==> src/rtl/div_pkg.sv <==
// Shared types and constants for the sequential restoring divider.
package div_pkg;

  // Controller states.
  typedef enum logic [1:0] {
    StIdle,
    StCalc,
    StDone
  } div_state_e;

  // Reference operand width; the divider itself is parameterised.
  localparam int unsigned DIV_WIDTH = 4;

  // Iteration counter width for a given operand width (at least one bit).
  function automatic int unsigned cnt_w(input int unsigned width);
    return (width > 2) ? $clog2(width) : 1;
  endfunction

  localparam int unsigned CNT_W = cnt_w(DIV_WIDTH);

  // Fill bit for the all-ones quotient reported on divide by zero.
  localparam logic DBZ_FILL = 1'b1;

endpackage

==> src/rtl/trial_sub.sv <==
// Two's-complement trial subtractor: diff = a + ~b + 1, carry-out = no-borrow (a >= b).
module trial_sub #(
  parameter int unsigned W = 5
) (
  input  logic [W-1:0] i_a,
  input  logic [W-1:0] i_b,
  output logic [W-1:0] o_diff,
  output logic         o_no_borrow
);

  logic [W:0] w_sum;

  // One extra bit holds the carry-out of the subtract.
  assign w_sum       = {1'b0, i_a} + {1'b0, ~i_b} + {{W{1'b0}}, 1'b1};
  assign o_diff      = w_sum[W-1:0];
  assign o_no_borrow = w_sum[W];

endmodule

==> src/rtl/seq_restoring_divider.sv <==
// Multi-cycle unsigned restoring divider with a start/busy/done handshake.
module seq_restoring_divider
  import div_pkg::*;
#(
  parameter int unsigned WIDTH = 4
) (
  input  logic             i_clk,
  input  logic             i_rst_n,
  input  logic             i_start,
  input  logic [WIDTH-1:0] i_dividend,
  input  logic [WIDTH-1:0] i_divisor,
  output logic             o_busy,
  output logic             o_done,
  output logic [WIDTH-1:0] o_quotient,
  output logic [WIDTH-1:0] o_remainder,
  output logic             o_div_by_zero
);

  localparam int unsigned CntW = cnt_w(WIDTH);
  localparam logic [CntW-1:0] CntLast = CntW'(WIDTH - 1);

  div_state_e      r_state;
  logic [WIDTH:0]  r_p;
  logic [WIDTH-1:0] r_q;
  logic [WIDTH-1:0] r_divisor;
  logic [CntW-1:0] r_cnt;
  logic            r_dbz;
  logic            r_busy;
  logic            r_done;
  logic [WIDTH-1:0] r_quotient;
  logic [WIDTH-1:0] r_remainder;
  logic            r_div_by_zero;

  logic [WIDTH:0]  w_s;
  logic [WIDTH:0]  w_t;
  logic            w_no_borrow;
  logic [WIDTH:0]  w_p_next;

  // Shift the next dividend bit into the partial remainder before the trial subtract.
  assign w_s      = {r_p[WIDTH-1:0], r_q[WIDTH-1]};
  assign w_p_next = w_no_borrow ? w_t : w_s;

  trial_sub #(
    .W(WIDTH + 1)
  ) u_trial_sub (
    .i_a        (w_s),
    .i_b        ({1'b0, r_divisor}),
    .o_diff     (w_t),
    .o_no_borrow(w_no_borrow)
  );

  // Controller, datapath and registered outputs.
  always_ff @(posedge i_clk or negedge i_rst_n) begin
    if (!i_rst_n) begin
      r_state       <= StIdle;
      r_p           <= '0;
      r_q           <= '0;
      r_divisor     <= '0;
      r_cnt         <= '0;
      r_dbz         <= 1'b0;
      r_busy        <= 1'b0;
      r_done        <= 1'b0;
      r_quotient    <= '0;
      r_remainder   <= '0;
      r_div_by_zero <= 1'b0;
    end else begin
      r_done <= 1'b0;
      unique case (r_state)
        StIdle, StDone: begin
          // Results are published while leaving DONE, so a request accepted here cannot
          // overwrite them before the done pulse.
          if (r_state == StDone) begin
            r_done        <= 1'b1;
            r_quotient    <= r_q;
            r_remainder   <= r_p[WIDTH-1:0];
            r_div_by_zero <= r_dbz;
          end
          if (i_start) begin
            r_divisor <= i_divisor;
            if (i_divisor != '0) begin
              r_state <= StCalc;
              r_busy  <= 1'b1;
              r_cnt   <= CntLast;
              r_p     <= '0;
              r_q     <= i_dividend;
              r_dbz   <= 1'b0;
            end else begin
              r_state <= StDone;
              r_busy  <= 1'b0;
              r_q     <= {WIDTH{DBZ_FILL}};
              r_p     <= {1'b0, i_dividend};
              r_dbz   <= 1'b1;
            end
          end else begin
            r_state <= StIdle;
          end
        end
        StCalc: begin
          r_p <= w_p_next;
          r_q <= {r_q[WIDTH-2:0], w_no_borrow};
          if (r_cnt == '0) begin
            r_state <= StDone;
            r_busy  <= 1'b0;
          end else begin
            r_cnt <= r_cnt - 1'b1;
          end
        end
        default: r_state <= StIdle;
      endcase
    end
  end

  assign o_busy        = r_busy;
  assign o_done        = r_done;
  assign o_quotient    = r_quotient;
  assign o_remainder   = r_remainder;
  assign o_div_by_zero = r_div_by_zero;

endmodule

==> config.mk <==
export PLATFORM = sky130hd
export DESIGN_NAME = seq_restoring_divider
export DESIGN_NICKNAME = d
export VERILOG_FILES = /design/src/rtl/div_pkg.sv /design/src/rtl/trial_sub.sv /design/src/rtl/seq_restoring_divider.sv
export SDC_FILE = /design/constraint.sdc
export NUM_CORES = 1
export LEC_CHECK = 0
export CAP_MARGIN = 20
export CORE_MARGIN = 3
export CORE_UTILIZATION = 50
export CTS_CLUSTER_SIZE = 14
export DETAILED_ROUTE_END_ITERATION = 16
export PLACE_DENSITY = 0.71
export SLEW_MARGIN = 20
export SYNTH_ARGS = -nofsm -noshare
export SYNTH_HDL_FRONTEND = slang
export SYNTH_HIERARCHICAL = 1
export SYNTH_SLANG_ARGS = --single-unit
==> constraint.sdc <==
create_clock -name i_clk -period 2.6 [get_ports i_clk]
set_input_delay 0.26 -clock i_clk [delete_from_list [all_inputs] [get_ports i_clk]]
set_output_delay 0.26 -clock i_clk [all_outputs]
set_load 0.03 [all_outputs]
==> impl_metrics.csv, run 1 <==
group,metric,value,unit
status,outcome,"completed",
cells_and_area,drive_gt1_share,12.26,%
sta,rsz0062_at_grt,"false",
drt,wl_per_cell,13.59,microns
worst_setup_path,critPathLaunchType,"register",
clock_network,htree_levels,1,
synthesis,ys_warn_count,6,
worst_setup_path,worst_ep_required_time,2.82,ns
clock_network,clkTransAtPathRegs,0.14,ns
worst_setup_path,crit_type,"reg2reg",
placement,place_ws,0.6494,ns
clock_network,cts_sinks,28,
grt,grt-ovfl-total,0,
sta,setup_tns,0,ns
drt,wirelength,2.515,mm
clock_network,ctsHoldBuffers,0,
synthesis,netlist_area,0.001420,sq mm
sta,period_needed,1.974,ns
drt,ant_nets,0,
cells_and_area,syn2layout_area_growth,17.80,%
sta,timing.final.crit_share,75.91,%
sta,hold_viol_final,0,
floorplan,die-area,0.003516,sq mm
sta,finalSetupViolations,0,
floorplan,die_w,59.30,microns
sta,hold_ws,0.2907,ns
clock_network,cts_tree,"done",
cells_and_area,final_nets,175,
grt,grt_max_degree,29,
run,cap_violations,0,
synthesis,synthCells,135,
sta,drv_slew,0,
placement,portBuffers,21,
clock_network,cts_buffers,3,
clock_network,clk_latency,0.32,ns
clock_network,post_cts_resized,0,
synthesis,syn_nets,153,
floorplan,rows,18,
worst_setup_path,r2r_slack,0.63,ns
worst_setup_path,arrival,2.19,ns
drt,drtIter0Drc,41,
worst_setup_path,reg2reg_depth,7,
drt,avgViaCountPerCell,5.438,
worst_setup_path,cp-end-kind,"register",
sta,slew-limit-headroom,61.87,%
grt,antenna_found_initial,0,
worst_setup_path,r2r-start,"r_divisor[1]$_DFFE_PN0P_",
placement,hpwl,1.948,mm
pwr,total_leakage_power,0.7685,nW
sta,tightest_slew,0.5719,ns
worst_setup_path,critical_path.endpoint,"r_p[2]$_DFFE_PN0P_",
synthesis,avgSynthCellArea,10.52,sq um
grt,grt_pass1_wl,4.554,mm
drt,drc,0,
floorplan,core_region_area,0.002590,sq mm
grt,grt.total_usage,17.35,%
sta,skew,0.001771,ns
placement,gp_congestion,0.8114,
pwr,power.density,1315,mW/mm^2
clock_network,clockBufferDepth,2,
clock_network,cts_root_buffer,"clkbuf_4",
worst_setup_path,cp_max_fo,5,
floorplan,initial_core_util,54.83,%
grt,grt_pass1_vias,1007,
cells_and_area,fin_area,0.001673,sq mm
floorplan,io_pins,22,
placement,place_area,0.001650,sq mm
clock_network,cts_setup_buffers,0,
sta,timing.fmax,0.5066,GHz
cells_and_area,diodes,0,
floorplan,die_h,59.30,microns
worst_setup_path,startpoint,"r_divisor[1]$_DFFE_PN0P_",
pwr,ir_drop,796.0,uV
worst_setup_path,timing.rr.end,"r_p[2]$_DFFE_PN0P_",
drt,num_vias,1006,
worst_hold_path,hold_path_class,"in2async",
drt,drt_pre_antenna_iters,4,
sta,worst_slack,0.6262,ns
layout make-up:
| class | instances | area (sq um) |
|---|---|---|
| clock buffers | 3 | 22.52 |
| flip-flops and latches | 28 | 700.7 |
| well taps | 30 | 37.54 |
| fillers | 228 | 917.1 |
| multi-input cells | 89 | 641.9 |
| repair buffers | 23 | 225.2 |
| inverters | 12 | 45.04 |
worst max-delay path, stage by stage, from the launching register on:
cell      delay [ns]
dfrtp_1         0.41
inv_1           0.06
ha_1            0.26
nor2b_1         0.20
o211ai_1        0.12
a21oi_1         0.47
mux2i_1         0.26
a22oi_1         0.08
how the worst min path moves through the flow:
stage / from / end / cells past startpoint
detailed placement: r_dbz$_DFFE_PN0P_ / r_dbz$_DFFE_PN0P_ / 2
CTS: i_rst_n / r_divisor[0]$_DFFE_PN0P_ / 2
floorplan: i_rst_n / o_busy$_DFFE_PN0P_ / 0
finish: i_rst_n / o_done$_DFF_PN0_ / 2
global route: i_rst_n / r_q[2]$_DFFE_PN0P_ / 2
global placement: r_divisor[0]$_DFFE_PN0P_ / r_divisor[0]$_DFFE_PN0P_ / 2
stage by stage:
stage / std cells / utilization, % / total power [mW]
after floorplan: 135 / - / 1.707
after global placement: 182 / 63.72 / 1.993
after detailed placement: 182 / 63.72 / 2.053
after CTS: 185 / 64.59 / 2.224
after global routing: 185 / 64.59 / 2.406
final: 185 / 64.59 / 2.199
layer usage:
layer  track usage, %  part of all wire, %  routed length [microns]
met1            22.98                   47                     1170
met2            27.15                   48                     1196
met3            3.050                  4.1                      104
met4            8.738                  1.7                       44
met5                0                    0                        0
sequential cells by signal (all words and copies together), names as in the netlist:
signal / count
o_busy: 1
o_div_by_zero: 1
o_done: 1
o_quotient: 4
o_remainder: 4
r_cnt: 2
r_dbz: 1
r_divisor: 4
r_p: 4
r_q: 4
r_state: 2
report_power, final:
| part | internal (mW) | leakage (nW) | switching, mW |
|---|---|---|---|
| sequential | 0.645 | 0.341 | 0.147 |
| combinational | 0.583 | 0.414 | 0.651 |
| clock | 0.0543 | 0.0138 | 0.119 |
cell usage in the layout (no fill, tap or decap), drive strengths merged, types with 4 or more instances in the layout:
master and instances:
a22oi 5, clkdlybuf4s50 21, nand2 19, a21oi 5, ha 6, nor2 6
nor3 4, inv 12, dfrtp 28, nand3 4, o31ai 4, mux2i 6
mux2 9
No activity file was read; power rests on OpenSTA's default activity.
==> inputs of run 2 (changes only) <==
--- a/config.mk
+++ b/config.mk
@@ -7,7 +7,7 @@
 export LEC_CHECK = 0
 export CAP_MARGIN = 20
 export CORE_MARGIN = 3
-export CORE_UTILIZATION = 50
+export CORE_UTILIZATION = 48
 export CTS_CLUSTER_SIZE = 14
 export DETAILED_ROUTE_END_ITERATION = 16
 export PLACE_DENSITY = 0.71
==> constraint.sdc (replaced) <==
create_clock -name i_clk -period 1.8 [get_ports i_clk]
set_input_delay 0.18 -clock i_clk [delete_from_list [all_inputs] [get_ports i_clk]]
set_output_delay 0.18 -clock i_clk [all_outputs]
set_load 0.03 [all_outputs]
==> impl_metrics.csv, run 2 (synthesized netlist as in run 1, its figures left out) <==
group,metric,value,unit
clock_network,cts_root_buffer,"clkbuf_4",
clock_network,clk_latency,0.33,ns
cells_and_area,final_common_cell,"dfrtp_1",
placement,gp_congestion,0.8145,
clock_network,cts_sinks,28,
clock_network,cts_buffers,3,
cells_and_area,fillers,239,
grt,grt_max_degree,29,
drt,ant_nets,0,
clock_network,clkTransAtPathRegs,0.15,ns
worst_setup_path,cp_slowest_stage_delay,0.42,ns
pwr,ir_drop,1321,uV
cells_and_area,final_nets,184,
worst_setup_path,path_depth,7,
drt,drc,0,
pwr,power.density,1983,mW/mm^2
cells_and_area,final_cell_mix,"28 x dfrtp_1, 21 x clkdlybuf4s50_1, 19 x nand2_1",
grt,antenna_found_initial,0,
pwr,total_leakage_power,0.8255,nW
drt,wirelength,2.814,mm
cells_and_area,drive_gt1_share,19.39,%
sta,drv_slew,0,
floorplan,die-area,0.003647,sq mm
sta,hold_ws,0.2057,ns
worst_hold_path,hold_path_class,"in2async",
sta,period_needed,1.757,ns
floorplan,die_w,60.39,microns
worst_setup_path,cp_num_buf_inv,1,
grt,grt-ovfl-total,0,
clock_network,clockBufferDepth,2,
cells_and_area,diodes,0,
worst_setup_path,critPathLaunchType,"register",
floorplan,die_h,60.39,microns
worst_setup_path,path_cells,"inv_1 > ha_1 > nor2b_4 > o211ai_1 > a21oi_2 > mux2i_1 > a22oi_1",
worst_setup_path,arrival,1.98,ns
placement,hpwl,2.073,mm
clock_network,cts_tree,"done",
grt,grt_pass1_wl,4.560,mm
sta,setup_tns,0,ns
drt,avgViaCountPerCell,5.357,
floorplan,io_pins,22,
sta,timing.final.crit_share,97.61,%
placement,place_area,0.001704,sq mm
sta,rsz0062_at_grt,"true",
worst_setup_path,crit_type,"reg2reg",
worst_setup_path,r2r-start,"r_q[3]$_DFFE_PN0P_",
drt,drt_pre_antenna_iters,4,
cells_and_area,final_core_util,63.97,%
drt,drtIter0Drc,26,
clock_network,ctsHoldBuffers,0,
run,cap_violations,0,
sta,skew,0.003288,ns
cells_and_area,fin_area,0.001779,sq mm
worst_setup_path,startpoint,"r_q[3]$_DFFE_PN0P_",
sta,hold_viol_final,0,
sta,tightest_slew,0.5535,ns
cells_and_area,syn2layout_area_growth,25.29,%
worst_setup_path,cp_slowest_cell,"dfrtp_1",
worst_setup_path,cpLargestDelayFamily,"compound AO/OA/AOI/OAI gates",
worst_setup_path,cp-end-kind,"register",
worst_setup_path,worst_ep_required_time,2.03,ns
floorplan,rows,19,
placement,portBuffers,21,
worst_setup_path,cp_max_fo,5,
sta,finalSetupViolations,0,
status,outcome,"completed",
sta,timing.fmax,0.5692,GHz
drt,num_vias,1050,
clock_network,htree_levels,1,
sta,slew-limit-headroom,63.10,%
grt,grt_pass1_vias,1022,
grt,grt.total_usage,17.10,%
drt,wl_per_cell,14.36,microns
floorplan,core_region_area,0.002781,sq mm
floorplan,initial_core_util,51.06,%
worst_setup_path,reg2reg_depth,7,
==> run 2: cell types whose count changed in the layout (fill, tap and decap cells not counted) <==
cell and change:
clkbuf_8 +1, a21oi_1 -1, buf_4 +9, ha_4 +1, a21oi_2 +1, nor2b_4 +1, nor2b_1 -1, ha_1 -1
==> run 2: area by class of cell <==
cell class | instances | area (sq um) | share of cell area, %
multi-input combinational | 89 | 665.6 | 37.41
timing repair buffer | 32 | 292.8 | 16.46
sequential | 28 | 700.7 | 39.38
tap | 31 | 38.79 | 2.180
clock buffer | 4 | 36.28 | 2.039
inverter | 12 | 45.04 | 2.532
==> run 2: worst paths after layout <==
path	endpoint	slack [ns]
min	o_quotient[1]$_DFFE_PN0P_	0.21
max reg2reg	r_p[3]$_DFFE_PN0P_	0.04
max in group asynchronous	o_remainder[0]$_DFFE_PN0P_	1.33
min in group i_clk	r_divisor[0]$_DFFE_PN0P_	0.48
max	r_p[3]$_DFFE_PN0P_	0.04
min reg2reg	r_divisor[2]$_DFFE_PN0P_	0.50
==> run 2: per-stage QoR <==
step / power, mW / setup WS (ns) / cells
after detailed placement: 3.094 / -0.05111 / 190
after floorplan: 2.466 / 0.08451 / 135
after CTS: 3.429 / 0.02987 / 194
after global routing: 3.796 / -0.04315 / 196
after global placement: 3.008 / -0.01872 / 190
final: 3.528 / 0.04302 / 196
==> run 2: per-layer routing <==
metal / global-route usage [%] / wire, microns / vias to the layer above
li1: - / - / 513
met1: 22.01 / 1266 / 507
met2: 27.93 / 1338 / 26
met3: 3.404 / 158 / 4
met4: 7.595 / 50 / 0
met5: 0 / 0 / -
==> run 2: what timing repair did <==
item                                   CTS  global route
gates resized for setup                  1             3
buffers inserted                         0             2
setup endpoints to repair                4             4
pin swaps                                0             5
endpoints found under the hold margin    0             0
==> run 2: report_power, final <==
group          internal [mW]  leakage (nW)  switching, mW
clock                  0.124        0.0210          0.183
combinational           1.03         0.464           1.06
sequential             0.931         0.341          0.198
==> inputs of run 3 (changes only) <==
--- a/config.mk
+++ b/config.mk
@@ -11,6 +11,7 @@
 export CTS_CLUSTER_SIZE = 14
 export DETAILED_ROUTE_END_ITERATION = 16
 export PLACE_DENSITY = 0.71
+export REMOVE_ABC_BUFFERS = 1
 export SLEW_MARGIN = 20
 export SYNTH_ARGS = -nofsm -noshare
 export SYNTH_HDL_FRONTEND = slang
==> impl_metrics.csv, run 3 (synthesized netlist as in run 1, its figures left out) <==
group,metric,value,unit
cells_and_area,final_nets,179,
sta,skew,0.01177,ns
drt,wirelength,2.672,mm
worst_setup_path,r2r_slack,0.11,ns
sta,finalSetupViolations,0,
floorplan,rows,19,
floorplan,die-area,0.003647,sq mm
clock_network,cts_root_buffer,"clkbuf_4",
drt,ant_nets,0,
worst_setup_path,critPathLaunchType,"register",
grt,grt_pass1_vias,956,
worst_setup_path,worst_ep_required_time,2.02,ns
worst_hold_path,hold_path_class,"in2async",
worst_setup_path,arrival,1.92,ns
drt,drt_pre_antenna_iters,5,
cells_and_area,fillers,230,
sta,period_needed,1.694,ns
worst_setup_path,cp-end-kind,"register",
drt,num_vias,1033,
cells_and_area,syn2layout_area_growth,23.52,%
clock_network,clk_latency,0.34,ns
grt,antenna_found_initial,0,
sta,tightest_slew,0.5513,ns
cells_and_area,fin_area,0.001754,sq mm
worst_setup_path,reg2reg_depth,7,
cells_and_area,diodes,0,
sta,timing.fmax,0.5904,GHz
clock_network,clockBufferDepth,2,
floorplan,die_w,60.39,microns
worst_setup_path,crit_type,"reg2reg",
sta,slew-limit-headroom,63.25,%
clock_network,cts_sinks,28,
pwr,total_leakage_power,0.8025,nW
clock_network,clkTransAtPathRegs,0.16,ns
grt,grt_pass1_wl,4.381,mm
placement,hpwl,2.012,mm
clock_network,ctsHoldBuffers,0,
cells_and_area,drive_gt1_share,18.13,%
grt,grt.total_usage,16.38,%
sta,worst_slack,0.1061,ns
drt,drtIter0Drc,31,
drt,avgViaCountPerCell,5.408,
drt,wl_per_cell,13.99,microns
cells_and_area,final_core_util,63.07,%
pwr,ir_drop,1342,uV
cells_and_area,final_cell_mix,"27 x dfrtp_1, 21 x clkdlybuf4s50_1, 19 x nand2_1",
clock_network,cts_tree,"done",
worst_setup_path,r2r-start,"r_p[1]$_DFFE_PN0P_",
placement,portBuffers,21,
worst_setup_path,startpoint,"r_p[1]$_DFFE_PN0P_",
floorplan,initial_core_util,51.06,%
clock_network,cts_buffers,3,
sta,timing.final.crit_share,94.10,%
grt,grt_max_degree,29,
floorplan,core_region_area,0.002781,sq mm
cells_and_area,final_common_cell,"dfrtp_1",
floorplan,io_pins,22,
drt,drc,0,
floorplan,die_h,60.39,microns
run,cap_violations,0,
sta,rsz0062_at_grt,"false",
grt,grt-ovfl-total,0,
worst_setup_path,timing.rr.end,"r_p[3]$_DFFE_PN0P_",
pwr,power.density,2005,mW/mm^2
clock_network,htree_levels,1,
status,outcome,"completed",
sta,drv_slew,0,
worst_setup_path,cp_max_fo,5,
placement,place_area,0.001674,sq mm
placement,gp_congestion,0.7563,
placement,place_ws,-0.07077,ns
sta,hold_viol_final,0,
[run 3: how the worst max path moves through the flow]
stage                         endpoint  cells past startpoint
floorplan           r_p[0]$_DFFE_PN0P_                      6
global placement    r_p[0]$_DFFE_PN0P_                      6
detailed placement  r_p[1]$_DFFE_PN0P_                      6
CTS                 r_p[3]$_DFFE_PN0P_                      6
global route        r_p[1]$_DFFE_PN0P_                      8
finish              r_p[3]$_DFFE_PN0P_                      7
[run 3: cell type report]
type	count	area [sq um]	area share, %
Clock inverter	1	30.03	1.712
Timing Repair Buffer	27	255.2	14.55
Sequential cell	28	701.9	40.01
Inverter	12	45.04	2.568
Clock buffer	3	22.52	1.284
Tap cell	31	38.79	2.211
Multi-Input combinational cell	89	660.6	37.66
[run 3: through the flow]
stage | power (mW) | instances | hold slack [ns] | TNS (ns)
3_5_place_dp | 3.031 | 186 | 0.4697 | -0.2645
5_1_grt | 3.794 | 191 | 0.2037 | 0
3_3_place_gp | 2.951 | 186 | 0.4671 | -0.09498
6_report | 3.516 | 191 | 0.1832 | 0
4_1_cts | 3.466 | 190 | 0.1958 | 0
2_1_floorplan | 2.410 | 129 | -0.1156 | 0
[run 3: per-layer routing]
layer,GRT usage (%),up-vias,share of wire (%)
met4,7.595,0,1.8
met3,2.979,4,5.7
met1,24.05,484,46
li1,-,505,-
met2,23.46,40,46
met5,0,-,0
[run 3: power breakdown]
part | leakage, nW | internal (mW) | switching [mW]
sequential | 0.340 | 0.934 | 0.206
combinational | 0.435 | 0.956 | 1.00
clock | 0.0279 | 0.225 | 0.194
[run 3: critical path, cell delays in order (launching register included)]
cell	delay [ns]
dfrtp_2	0.47
ha_4	0.22
or2_2	0.29
o211ai_1	0.12
a21oi_2	0.08
buf_4	0.16
mux2i_1	0.16
a22oi_1	0.08
[run 3: timing repair]
item                       4_1_cts  5_1_grt
buffers inserted                 0        1
setup endpoints to repair        4        4
resized for setup                1        4
pin swaps                        0        2
==> variant 1, RTL diff (flow settings as in run 3) <==
Make the reset (`i_rst_n`) synchronous in one clocked block.
--- a/src/rtl/seq_restoring_divider.sv
+++ b/src/rtl/seq_restoring_divider.sv
@@ -52,3 +52,3 @@
   // Controller, datapath and registered outputs.
-  always_ff @(posedge i_clk or negedge i_rst_n) begin
+  always_ff @(posedge i_clk) begin
     if (!i_rst_n) begin
Behaviour: differs if i_rst_n is asserted again (counterexample within 4 cycles, from zero or initial values and one cycle with i_rst_n low); with i_rst_n held inactive, the same outputs for 10 cycles.
==> variant 1 against run 3 <==
The run now ends with negative setup slack left. Area after synthesis fell by 3.9%. Sequential cell count did not move. Count of clock-buffer cells in the layout did not move. Wire length rose by 10%. Hold slack improved by 250 ps. Worst setup slack got worse by 150 ps. Sequential share of layout area fell by 8.6 points. Clock skew fell by 7.3 ps. Die area fell by 3.5%. First-iteration DRC count rose by 61%. Final area rose by 2.5%. Synthesized cell count rose by 19%. Utilization rose by 6.4 points. Highest routed layer unchanged.
Power is not compared: it rests on default switching activity, and its combinational part moved more than twofold at a synthesized area within 25%.
==> variant 1: results <==
set metrics [dict create \
    status "finished with violations" \
    violations "negative setup slack" \
    dp_hpwl_um 2260 \
    first_iter_violations 50 \
    root_buffer "clkbuf_4" \
    peakVddDrop_v 0.000481 \
    layout-drive-gt1-share_pct 20.6 \
    crit_type "flop to flop" \
    dr.pass1.iters 4 \
    diodes 0 \
    antenna_found_initial 0 \
    path_delay_family "compound AO/OA/AOI/OAI gates" \
    worstPathMaxFanout 5 \
    whs_ps 433 \
    p_leak_uw 0.000708 \
    slowest_delay_ps 360 \
    worstHoldStart "i_divisor[0]" \
    grt_max_degree 17 \
    grt_pass1_vias 1142 \
    ys_warn_count 6 \
    gp_congestion 0.932 \
    cp_data_arrival_time_ps 2070 \
    timing.final.ws_setup_ps -39.1 \
    regToRegStartpoint "r_divisor[1]" \
    num-nets-final 213 \
    holdPathStages 3 \
    cts_htree_levels 1 \
    hold_path.class "input port to flop" \
    slew_headroom_pct 65.6 \
    vias 1203 \
    skew_ps 4.45 \
    clk_latency_ps 330 \
    finalSetupTns_ps -87.1 \
    grt.total_usage_pct 19.0 \
    rr_worst_depth 9 \
    setup_viol 5 \
    grt_pass1_wl_um 5000 \
    port_buffers 21 \
    drt_wl_total_um 2950 \
    endpoint "r_p[0]" \
    nFillCells 217 \
    cp_slowest_cell "dfxtp_2" \
]
==> variant 1: cell types whose count changed in the layout (fill, tap and decap cells not counted), moves of 8 or more <==
cell and delta:
a21oi_1 +14, buf_4 +11, dfrtp_1 -27, dfxtp_1 +25, mux2_2 -8, nand2_1 +10
==> variant 1: final cells by class <==
cell class | count | area share (%)
clock buffer | 3 | 1.25
clock inverter | 1 | 1.67
inverter | 11 | 2.30
multi-input combinational | 112 | 41.9
sequential | 28 | 31.4
tap | 30 | 2.09
timing repair buffer | 39 | 19.4
==> variant 1: where the power goes <==
group / switching, µW / internal (µW) / leakage, µW
sequential: 31.2 / 655 / 0.000230
clock: 187 / 225 / 0.0000279
combinational: 149 / 167 / 0.000450
total: 368 / 1050 / 0.000708
==> variant 1: metal layers <==
| layer | GRT usage [%] | share of wire (%) | vias up |
|---|---|---|---|
| li1 | - | - | 614 |
| met1 | 21.7 | 43 | 553 |
| met5 | 0 | 0 | - |
| met4 | 8.41 | 2.4 | 0 |
| met2 | 34.0 | 50 | 29 |
| met3 | 3.49 | 3.8 | 7 |
==> variant 1: stage by stage <==
| step | setup slack [ps] | instances | cell area (µm²) | utilization, % | power [µW] |
|---|---|---|---|---|---|
| final | -39.1 | 224 | 1800 | 69.4 | 1410 |
| after global routing | -152 | 224 | 1800 | 69.4 | 1490 |
| after CTS | -52.9 | 224 | 1790 | 69.3 | 1420 |
| after detailed placement | -289 | 219 | 1690 | 65.2 | 987 |
| after global placement | -202 | 219 | 1690 | 65.2 | 976 |
| after floorplan | -199 | 151 | 1310 | - | 867 |
==> variant 1: repair_timing <==
action,in CTS,in global routing
setup endpoints to repair,5,5
gates resized for setup,10,2
buffers inserted,2,0
pin swaps,3,4
==> variant 2, RTL diff (config.mk and constraints of run 3) <==
Without the edit above. Set the parameter `WIDTH` to 3 (it was 4).
--- a/src/rtl/seq_restoring_divider.sv
+++ b/src/rtl/seq_restoring_divider.sv
@@ -4,3 +4,3 @@
 #(
-  parameter int unsigned WIDTH = 4
+  parameter int unsigned WIDTH = 3
 ) (
Interface: changed (resized i_dividend, i_divisor, o_quotient and o_remainder); port bits go from 22 to 18. The function was not compared with the original's and may differ.
==> variant 2 against run 3 <==
Global-route usage fell by 0.71 points. Utilization rose by 2.2 points. Area after synthesis fell by 23%. Count of clock-buffer cells in the layout rose by 1. The run now ends with negative setup slack left. Clock skew fell by 11 ps. Critical path type unchanged. Worst setup slack got worse by 290 ps. Sequential cell count fell by 5. Total power fell by 31%. Final area fell by 23%. Fmax fell by 15%. Critical endpoint is now r_p[0]. Wire length fell by 30%.
==> variant 2: results <==
set metrics [dict create \
    gp_congestion 0.790 \
    cp_data_arrival_time_ps 2180 \
    grt.total_usage_pct 15.7 \
    cts-buffers-inserted 3 \
    clk_path_buf_depth 2 \
    skew_ps 0.994 \
    clk_pin_slew_ps 110 \
    peakVddDrop_v 0.00105 \
    status "finished with violations" \
    synthCells 97 \
    place_area_um2 1310 \
    dr.pass1.iters 3 \
    first_iter_violations 6 \
    cts_htree_levels 1 \
    port_buffers 17 \
    antenna_found_initial 0 \
    instances_no_fill 147 \
    clk_latency_ps 300 \
    routed_via_density 5.19 \
    placed_cells 142 \
    drt_wl_total_um 1870 \
    diodes 0 \
    violations "negative setup slack" \
    ys_warn_count 6 \
    grt_max_degree 24 \
    setup_viol 4 \
    hold_path.class "input port to async pin" \
    timing.final.ws_setup_ps -186 \
    grt_pass1_vias 707 \
    end_kind "flop" \
    dp_hpwl_um 1460 \
    finalSetupTns_ps -533 \
    p_leak_uw 0.000652 \
    grt_pass1_wl_um 3140 \
    layout-drive-gt1-share_pct 12.5 \
    worstPathMaxFanout 4 \
]
## variant 2: timing repair
item	CTS	global route
resized for setup	1	0
pin swaps	1	0
hold buffers	0	0
endpoints found under the setup margin	4	4
buffers inserted	1	0
## variant 2: per-layer routing
metal	wire (µm)	track usage [%]
met5	0	0
met4	31	7.66
met3	77	3.32
met2	858	25.0
met1	899	20.1
## variant 2: critical path, stage by stage (launching register included)
cell and delay [ps]:
dfrtp_1 390, inv_1 60, ha_1 140, inv_1 50, fa_2 330, a21o_1 160, a21o_1 230, mux2i_1 190
nor2_1 60, a221o_1 280
## variant 2: worst paths after layout
kind / start / endpoint / slack [ps] / depth (start not counted)
max: r_q[2] / r_p[0] / -190 / 9
min: i_rst_n / o_remainder[2] / 210 / 2
max reg2reg: r_q[2] / r_p[0] / -190 / 9
min reg2reg: r_divisor[1] / r_divisor[1] / 490 / 2
max in group asynchronous: i_rst_n / r_cnt[0] / 1360 / 2
min in group i_clk: i_divisor[0] / r_divisor[0] / 440 / 3
## variant 2: power by group
group | switching, µW | leakage [µW] | internal, µW | total [µW]
Combinational | 656 | 0.000353 | 641 | 1300
Clock | 141 | 0.0000150 | 86.4 | 228
Sequential | 141 | 0.000284 | 750 | 892
Total | 938 | 0.000652 | 1480 | 2420
## variant 2: per-stage QoR
step | utilization, % | setup slack [ps]
after global placement | 63.5 | -159
after CTS | 65.2 | -183
after global routing | 65.2 | -291
after floorplan | - | -132
after detailed placement | 63.5 | -235
final | 65.2 | -186
## variant 2: cell type report
type	count	area (µm²)
clock buffers	4	26.3
fillers	164	717
inverters	9	33.8
multi-input cells	62	468
flip-flops and latches	23	576
well taps	27	33.8
repair buffers	22	208
